## config.mk

```make
export PLATFORM = sky130hd
export DESIGN_NAME = rr_arbiter8
export DESIGN_NICKNAME = d
export VERILOG_FILES = /design/src/rtl/rr_arbiter8.sv
export SDC_FILE = /design/constraint.sdc
export NUM_CORES = 1
export LEC_CHECK = 0
export CORE_ASPECT_RATIO = 0.5
export CORE_MARGIN = 2
export CORE_UTILIZATION = 29
export DETAILED_ROUTE_END_ITERATION = 16
export GPL_TIMING_DRIVEN = 1
export HOLD_SLACK_MARGIN = 0.06
export SLEW_MARGIN = 20
export SYNTH_ARGS = -nofsm -noshare
export SYNTH_HDL_FRONTEND = slang
export SYNTH_SLANG_ARGS = --single-unit
```

## constraint.sdc

```tcl
create_clock -name i_Clock -period 4.24 [get_ports i_Clock]
set_input_delay 0.848 -clock i_Clock [delete_from_list [all_inputs] [get_ports i_Clock]]
set_output_delay 0.848 -clock i_Clock [all_outputs]
set_load 0.01 [all_outputs]
```

## src/rtl/rr_arbiter8.sv

```systemverilog
// rr_arbiter8 -- eight-way round-robin arbiter with grant locking and a hold
// timeout. It produces the select for a downstream 8-to-1 mux, and that select
// stays constant for the whole of a granted transaction.
//
// Ports:
//   i_Clock     rising-edge clock
//   i_Reset     asynchronous, active-high reset
//   i_Request   [7:0] request vector; bit n = requester n wants the path
//   i_Release   current owner is finished; only looked at while o_Valid=1
//   o_Grant     [7:0] one-hot grant, zero when idle
//   o_Select    [2:0] index of the granted requester (mux select)
//   o_Valid     a grant is active
//   o_Timeout   one-cycle pulse after a forced release
//   o_DbgState  FSM state (0=IDLE, 1=BUSY), for checkers
//   o_DbgPtr    [2:0] round-robin priority pointer, for checkers
//
// Handshake: a requester holds its i_Request bit until it sees its o_Grant
// bit. After that the grant belongs to it until the edge where i_Release=1 is
// sampled, or until the hold timeout forces it off. Dropping i_Request during
// the grant does not end it. i_Release has no effect while o_Valid=0.
module rr_arbiter8 #(
  parameter int MAX_HOLD  = 16,  // 0 disables the timeout
  parameter int CNT_WIDTH = 16   // MAX_HOLD must fit in CNT_WIDTH bits
) (
  input  logic       i_Clock,
  input  logic       i_Reset,
  input  logic [7:0] i_Request,
  input  logic       i_Release,
  output logic [7:0] o_Grant,
  output logic [2:0] o_Select,
  output logic       o_Valid,
  output logic       o_Timeout,
  output logic       o_DbgState,
  output logic [2:0] o_DbgPtr
);

  typedef enum logic {
    IDLE = 1'b0,
    BUSY = 1'b1
  } state_t;

  localparam logic [CNT_WIDTH-1:0] HOLD_LIM = CNT_WIDTH'(MAX_HOLD);
  localparam logic [CNT_WIDTH-1:0] CNT_ONE  = CNT_WIDTH'(1);
  localparam bit                   TMO_EN   = (MAX_HOLD != 0);

  state_t               state_q, state_d;
  logic [2:0]           ptr_q, ptr_d;
  logic [2:0]           sel_q, sel_d;
  logic [CNT_WIDTH-1:0] cnt_q, cnt_d;
  logic                 tout_q, tout_d;

  // Arbitration. In BUSY the scan starts at owner+1, which is the pointer
  // value that a release or timeout at this edge installs. The handover
  // therefore arbitrates against the new priority order in the same cycle,
  // and no idle cycle is inserted.
  logic [2:0]  scan_ptr;
  logic [15:0] req_dbl;
  logic [7:0]  req_rot;
  logic [2:0]  win_off;
  logic [2:0]  win_idx;
  logic        win_any;

  always_comb begin
    scan_ptr = (state_q == BUSY) ? sel_q + 3'd1 : ptr_q;
    // Rotate right so that bit k of req_rot is requester (scan_ptr + k) mod 8.
    req_dbl  = {i_Request, i_Request} >> scan_ptr;
    req_rot  = req_dbl[7:0];
    win_off  = 3'd0;
    // Descending loop: the lowest set offset is written last and wins.
    for (int i = 7; i >= 0; i--) begin
      if (req_rot[i]) win_off = 3'(i);
    end
    win_idx  = scan_ptr + win_off;
    win_any  = |i_Request;
  end

  // End-of-grant events. A release on the same edge as the hold limit takes
  // precedence and counts as a normal release.
  logic rel_ev;
  logic tmo_ev;

  always_comb begin
    rel_ev = (state_q == BUSY) && i_Release;
    tmo_ev = (state_q == BUSY) && TMO_EN && (cnt_q == HOLD_LIM) && !i_Release;
  end

  // State register
  always_ff @(posedge i_Clock or posedge i_Reset) begin
    if (i_Reset) begin
      state_q <= IDLE;
      ptr_q   <= 3'd0;
      sel_q   <= 3'd0;
      cnt_q   <= '0;
      tout_q  <= 1'b0;
    end else begin
      state_q <= state_d;
      ptr_q   <= ptr_d;
      sel_q   <= sel_d;
      cnt_q   <= cnt_d;
      tout_q  <= tout_d;
    end
  end

  // Next-state logic
  always_comb begin
    state_d = state_q;
    ptr_d   = ptr_q;
    sel_d   = sel_q;
    cnt_d   = cnt_q;
    tout_d  = 1'b0;
    case (state_q)
      IDLE: begin
        if (win_any) begin
          state_d = BUSY;
          sel_d   = win_idx;
          cnt_d   = CNT_ONE;
        end
      end
      BUSY: begin
        if (rel_ev || tmo_ev) begin
          tout_d = tmo_ev;
          ptr_d  = sel_q + 3'd1;
          if (win_any) begin
            sel_d = win_idx;
            cnt_d = CNT_ONE;
          end else begin
            // When the arbiter goes idle, sel_q keeps its last value, so the
            // mux select does not move.
            state_d = IDLE;
            cnt_d   = '0;
          end
        end else if (cnt_q != '1) begin
          cnt_d = cnt_q + CNT_ONE;
        end
      end
      default: state_d = IDLE;
    endcase
  end

  // Outputs: decoded only from registers, so they change only on an edge or
  // on reset.
  always_comb begin
    o_Valid    = (state_q == BUSY);
    o_Grant    = (state_q == BUSY) ? (8'b1 << sel_q) : 8'b0;
    o_Select   = sel_q;
    o_Timeout  = tout_q;
    o_DbgState = state_q;
    o_DbgPtr   = ptr_q;
  end

endmodule

```

# ---- Word level (Yosys, flattened, before mapping)
# Index checks and enable logic that the tools add are counted.
dict set report word_totals {
  reg_bits 24
  output_inout_bits 17
  in_bits 11
}
dict set report op_classes {
  n_eq_ne 5
  n_mux 23
  add_sub_neg 3
  shifts 2
  bitwise_logic 1
  reduce_logical 8
}
# operator n
set ops {}
lappend ops {{$mux 16} 3}
lappend ops {{$mux 3} 11}
lappend ops {{$pmux 16 s2} 1}
lappend ops {{$add 16x1->16 const B} 1}
lappend ops {{$eq 16x5->1 const B} 1}
lappend ops {{$ne 16x16->1 const B} 1}
lappend ops {{$shr 16x3->8} 1}
lappend ops {{$mux 8} 1}
lappend ops {{$reduce_or 8->1} 1}
lappend ops {{$shl 1x3->8 const A} 1}
lappend ops {{$pmux 3 s2} 1}
lappend ops {{$mux 1} 5}
lappend ops {{$reduce_and 2->1} 2}
lappend ops {{$add 3x1->3 const B} 1}
lappend ops {{$add 3x3->3} 1}
lappend ops {{$logic_and 1x1->1} 3}
lappend ops {{$ne 3x1->1 const B} 1}
lappend ops {{$ne 2x1->1 const B} 1}
lappend ops {{$ne 2x2->1 const B} 1}
lappend ops {{$pmux 1 s2} 1}
lappend ops {{$logic_not 1->1} 1}
lappend ops {{$logic_or 1x1->1} 1}
lappend ops {{$not 1->1} 1}

# ---- Longest topological paths before layout
dict set report depth {
  word_depth 15
  ltp_mapped 17
  mapped_depth_nobuf 17
}

# ---- Worst setup path after synthesis
# OpenSTA, ideal clock, no wires.
dict set report synth_path {
  path_kind {reg-to-reg}
  startpoint {register sel_q[0] (netlist: o_Select[0])}
  endpoint {register sel_q[2] (netlist: o_Select[2])}
  synth_period_minus_slack_ps 3448
  path_stages_with_launch 17
  slack_ps 792
  n_path_buf 1
  setup_time_ps 126
  arrival_ps 3322
  path_cell_list {dfrtp_1 inv_1 ha_1 mux2_2 inv_2 clkbuf_1 a21oi_1 a2111oi_0 o22a_1 ha_1 inv_1 fa_1 xnor2_1 or2_2 inv_1 a221oi_1 nand2_1}
}
dict set report synth_via {
  elab_chain_cells 15
}
# element line
set synth_rtl {}
lappend synth_rtl {{from (decl)} 48} ;# logic [2:0] sel_q, sel_d;
lappend synth_rtl {{from (signal assigned)} 98} ;# sel_q <= sel_d;
lappend synth_rtl {{$add 3x1->3 (*)} 64} ;# scan_ptr = (state_q == BUSY) ? sel_q + 3'd1 : ptr_q;
lappend synth_rtl {{$mux 3 (*)} 64}
lappend synth_rtl {{$shr 16x3->8} 66} ;# req_dbl = {i_Request, i_Request} >> scan_ptr;
lappend synth_rtl {{$mux 3 (8 in a row)} 71} ;# if (req_rot[i]) win_off = 3'(i);
lappend synth_rtl {{$add 3x3->3 (*)} 73} ;# win_idx = scan_ptr + win_off;
lappend synth_rtl {{$mux 3 (*)} {113, 123}}
lappend synth_rtl {{$mux 3} 120} ;# if (rel_ev || tmo_ev) begin
lappend synth_rtl {{$pmux 3 s2 (*)} 111} ;# case (state_q)
# Every way passes the cells marked *; elsewhere a longest branch is shown, timed or not. The select of a mux whose other input is x is not followed.
# A chain may end at the register's enable or synchronous reset.

# ---- Final worst setup path
# Ends and elaborated chain as after synthesis.

==> results.cfg <==
[outcome]
status = completed

[setup_path]
r2r-end = o_Select[2]
timing.rr.start = o_Select[0]
path_max_fanout = 20
worstSetupStartpointType = register
cp.arrival_ps = 3950
r2r_slack_ps = 440
end_kind = register
reg2regPathDepth = 17
critPathKind = reg2reg
crit_required_ps = 4380
cp-startpoint = o_Select[0]
crit_end = o_Select[2]

[floorplanning]
initial_core_util_pct = 29.85
die_h_microns = 65.39
pin_count = 28
die_x_microns = 126.8
rows = 22
die-area_sq_um = 8290
core_sq_um = 7322

[placement]
hpwl_microns = 3695
numPortBuffers = 27
gp_congestion = 0.9041
placed_area_sq_um = 2526

[finish]
area_growth_pct = 20.61
finalNetCount = 280
n_fill_cell = 767
diodes = 0
drive_gt1_share_pct = 10.08
fin_util_pct = 36.00
final_area_sq_um = 2636

[synth]
syn_nets = 258
synthFlopType = dfrtp_1
ys_warn_count = 0
synth.distinct_cells = 55
synth_area_per_cell_sq_um = 9.223
ys_seq_area_share_pct = 27.48
ys_ff_latch = 24
syn-instance-count = 237
syn_area_sq_um = 2186
async_flop_share_pct = 100.0
synth_enable_flop_cells = 0

[pwr]
power.density_nw_per_um2 = 662.7
switching_share_pct = 40.75
seqPwrFrac_pct = 17.4
peakVddDrop_uv = 395.2
p_leak_uw = 0.001157
power.internal_uw = 1035
clkPwrFrac_pct = 15.2
switching_power_uw = 711.9
combPwrFrac_pct = 67.4

[clock_tree]
clock_sinks = 24
h-tree-depth = 1
clkSlewWorstSetupHoldPaths_ps = 60
cts_buffers = 3
cts-root-buf = clkbuf_16
clockBufferDepth = 2
holdBufCountCts = 0
cts_tree = yes
insertion_delay_ps = 260

[detailed_routing]
firstDrtPassIters = 4
postRouteAntennaNets = 0
viasPerCell = 5.119
vias = 1812
drt_iter0_drc = 94
detail_route.wl_per_cell_microns = 14.19
route.detailed.drc = 0
totalWireLength_microns = 5022

[global_route]
grt_max_degree = 25
grt_pass1_vias = 1799
grt_pass1_wl_microns = 8562
antenna_found_initial = 0
track_usage_pct = 12.42
grt_overflow = 0

[timing]
period_needed_ps = 3804
slew_headroom_pct = 37.98
fin_hold_ws_ps = 540.5
hold_viol = 0
worst_pin_slew_ps = 929.3
finalSetupTns_ps = 0
period_share_pct = 89.72
drv_slew = 0
rsz0062_at_grt = no
max_freq_ghz = 0.2629
fin_skew_ps = 4.828
setup_viol = 0

[run]
maxCapViolCount = 0

[min_path]
hold_path.class = reg2reg
metal layers:
layer  track usage, %  part of all wire, %  vias up
met5                0                    0        -
met4            2.747                 0.82        0
li1                 -                    -      910
met1            15.64                   49      873
met3            1.873                  2.0        4
met2            22.91                   48       25
worst max-delay path, stage by stage (launching register included):
cell	delay [ps]
dfrtp_1	420
inv_1	130
ha_1	320
mux2_4	370
clkinv_2	210
mux4_2	530
mux2i_1	240
nand2b_1	140
a21boi_0	70
o22a_1	170
ha_1	170
inv_1	60
fa_1	180
xnor2_1	130
or2_2	160
inv_1	40
a221oi_1	270
nand2_1	80
Yosys cell counts (all sizes together), types with 2 or more instances:
| cell type | instances | share of area [%] |
|---|---|---|
| nor2 | 31 | 5.3 |
| dfrtp | 24 | 27 |
| nand2 | 16 | 2.7 |
| mux2i | 12 | 5.7 |
| inv | 11 | 1.9 |
| and3 | 10 | 2.9 |
| mux2 | 10 | 5.3 |
| xor2 | 10 | 4.0 |
| a21oi | 9 | 2.1 |
| ha | 9 | 5.2 |
| mux4 | 9 | 10 |
| clkbuf | 8 | 1.4 |
| nand3 | 7 | 1.6 |
| nor3 | 7 | 1.6 |
| and2 | 6 | 1.7 |
| buf | 5 | 1.9 |
| nand4 | 5 | 1.4 |
| and4 | 4 | 1.6 |
| nor2b | 4 | 1.1 |
| a31oi | 3 | 1.1 |
| nor4 | 3 | 0.86 |
| o21ai | 3 | 0.86 |
| xnor2 | 3 | 1.2 |
| a2111oi | 2 | 0.80 |
| a21boi | 2 | 0.69 |
| a21o | 2 | 0.69 |
| nand2b | 2 | 0.57 |
| o22ai | 2 | 0.57 |
| or2 | 2 | 0.57 |
timing repair:
action                                  CTS  global route
buffers inserted                          0             0
gates resized for setup                   0             2
endpoints found under the setup margin    0             1
through the flow:
stage               cells  worst slack, ps  total power (uW)
floorplan             237            792.1              1205
detailed placement    350            225.4              1476
global placement      350            273.5              1453
global route          354            115.9              1884
CTS                   354            264.8              1750
finish                354            435.8              1747
final cells by class:
class / count / area [sq um] / share of cell area, %
Clock buffer: 3 / 75.07 / 2.848
Inverter: 11 / 42.54 / 1.614
Tap cell: 96 / 120.1 / 4.556
Multi-Input combinational cell: 189 / 1475 / 55.96
Timing Repair Buffer: 30 / 292.8 / 11.11
Sequential cell: 24 / 600.6 / 22.78
Clock inverter: 1 / 30.03 / 1.139
worst min-delay path by stage:
stage / depth (start not counted) / slack (ps) / end / startpoint
6_report: 1 / 540 / o_DbgPtr[1] / o_DbgPtr[1]
5_1_grt: 1 / 560 / cnt_q[1] / cnt_q[1]
4_1_cts: 1 / 540 / cnt_q[1] / cnt_q[1]
3_5_place_dp: 1 / 530 / o_DbgPtr[1] / o_DbgPtr[1]
3_3_place_gp: 1 / 520 / o_DbgPtr[1] / o_DbgPtr[1]
2_1_floorplan: 1 / 500 / cnt_q[1] / cnt_q[1]
sequential cells by signal, indices dropped and copies added, names as in the netlist:
name        cells
o_Timeout       1
cnt_q          16
o_DbgPtr        3
o_Select        3
o_DbgState      1
layout by cell type (no fill, tap or decap), types with 7 or more instances in the layout:
cell              n
nor2_1           31
clkdlybuf4s50_1  27
dfrtp_1          24
nand2_1          16
mux2i_1          11
and3_1           10
xor2_1           10
inv_1            10
a21oi_1           9
ha_1              9
mux2_2            8
nor3_1            7
nand3_1           7
power groups by stage:
stage	Combinational (uW)	Sequential (uW)	Clock [uW]
2_1_floorplan	891	314	0
3_3_place_gp	1150	308	0
3_5_place_dp	1170	310	0
4_1_cts	1170	306	271
5_1_grt	1290	311	280
6_report	1180	304	265
logic make-up (layout without fill, tap and decap cells):
logic type                 after synthesis  count (layout)  synth area share [%]
AOI/OAI and AO/OA                       34              34                 11.33
xor gates and xnor gates                13              13                 5.209
adders and majority gates               10              10                 6.068
buffers and inverters                   24              45                 5.209
DFF                                     24              24                 27.48
muxes                                   31              31                 21.12
and+or+nand+nor                        101             101                 23.58
Power figures use the tool's default switching activity.
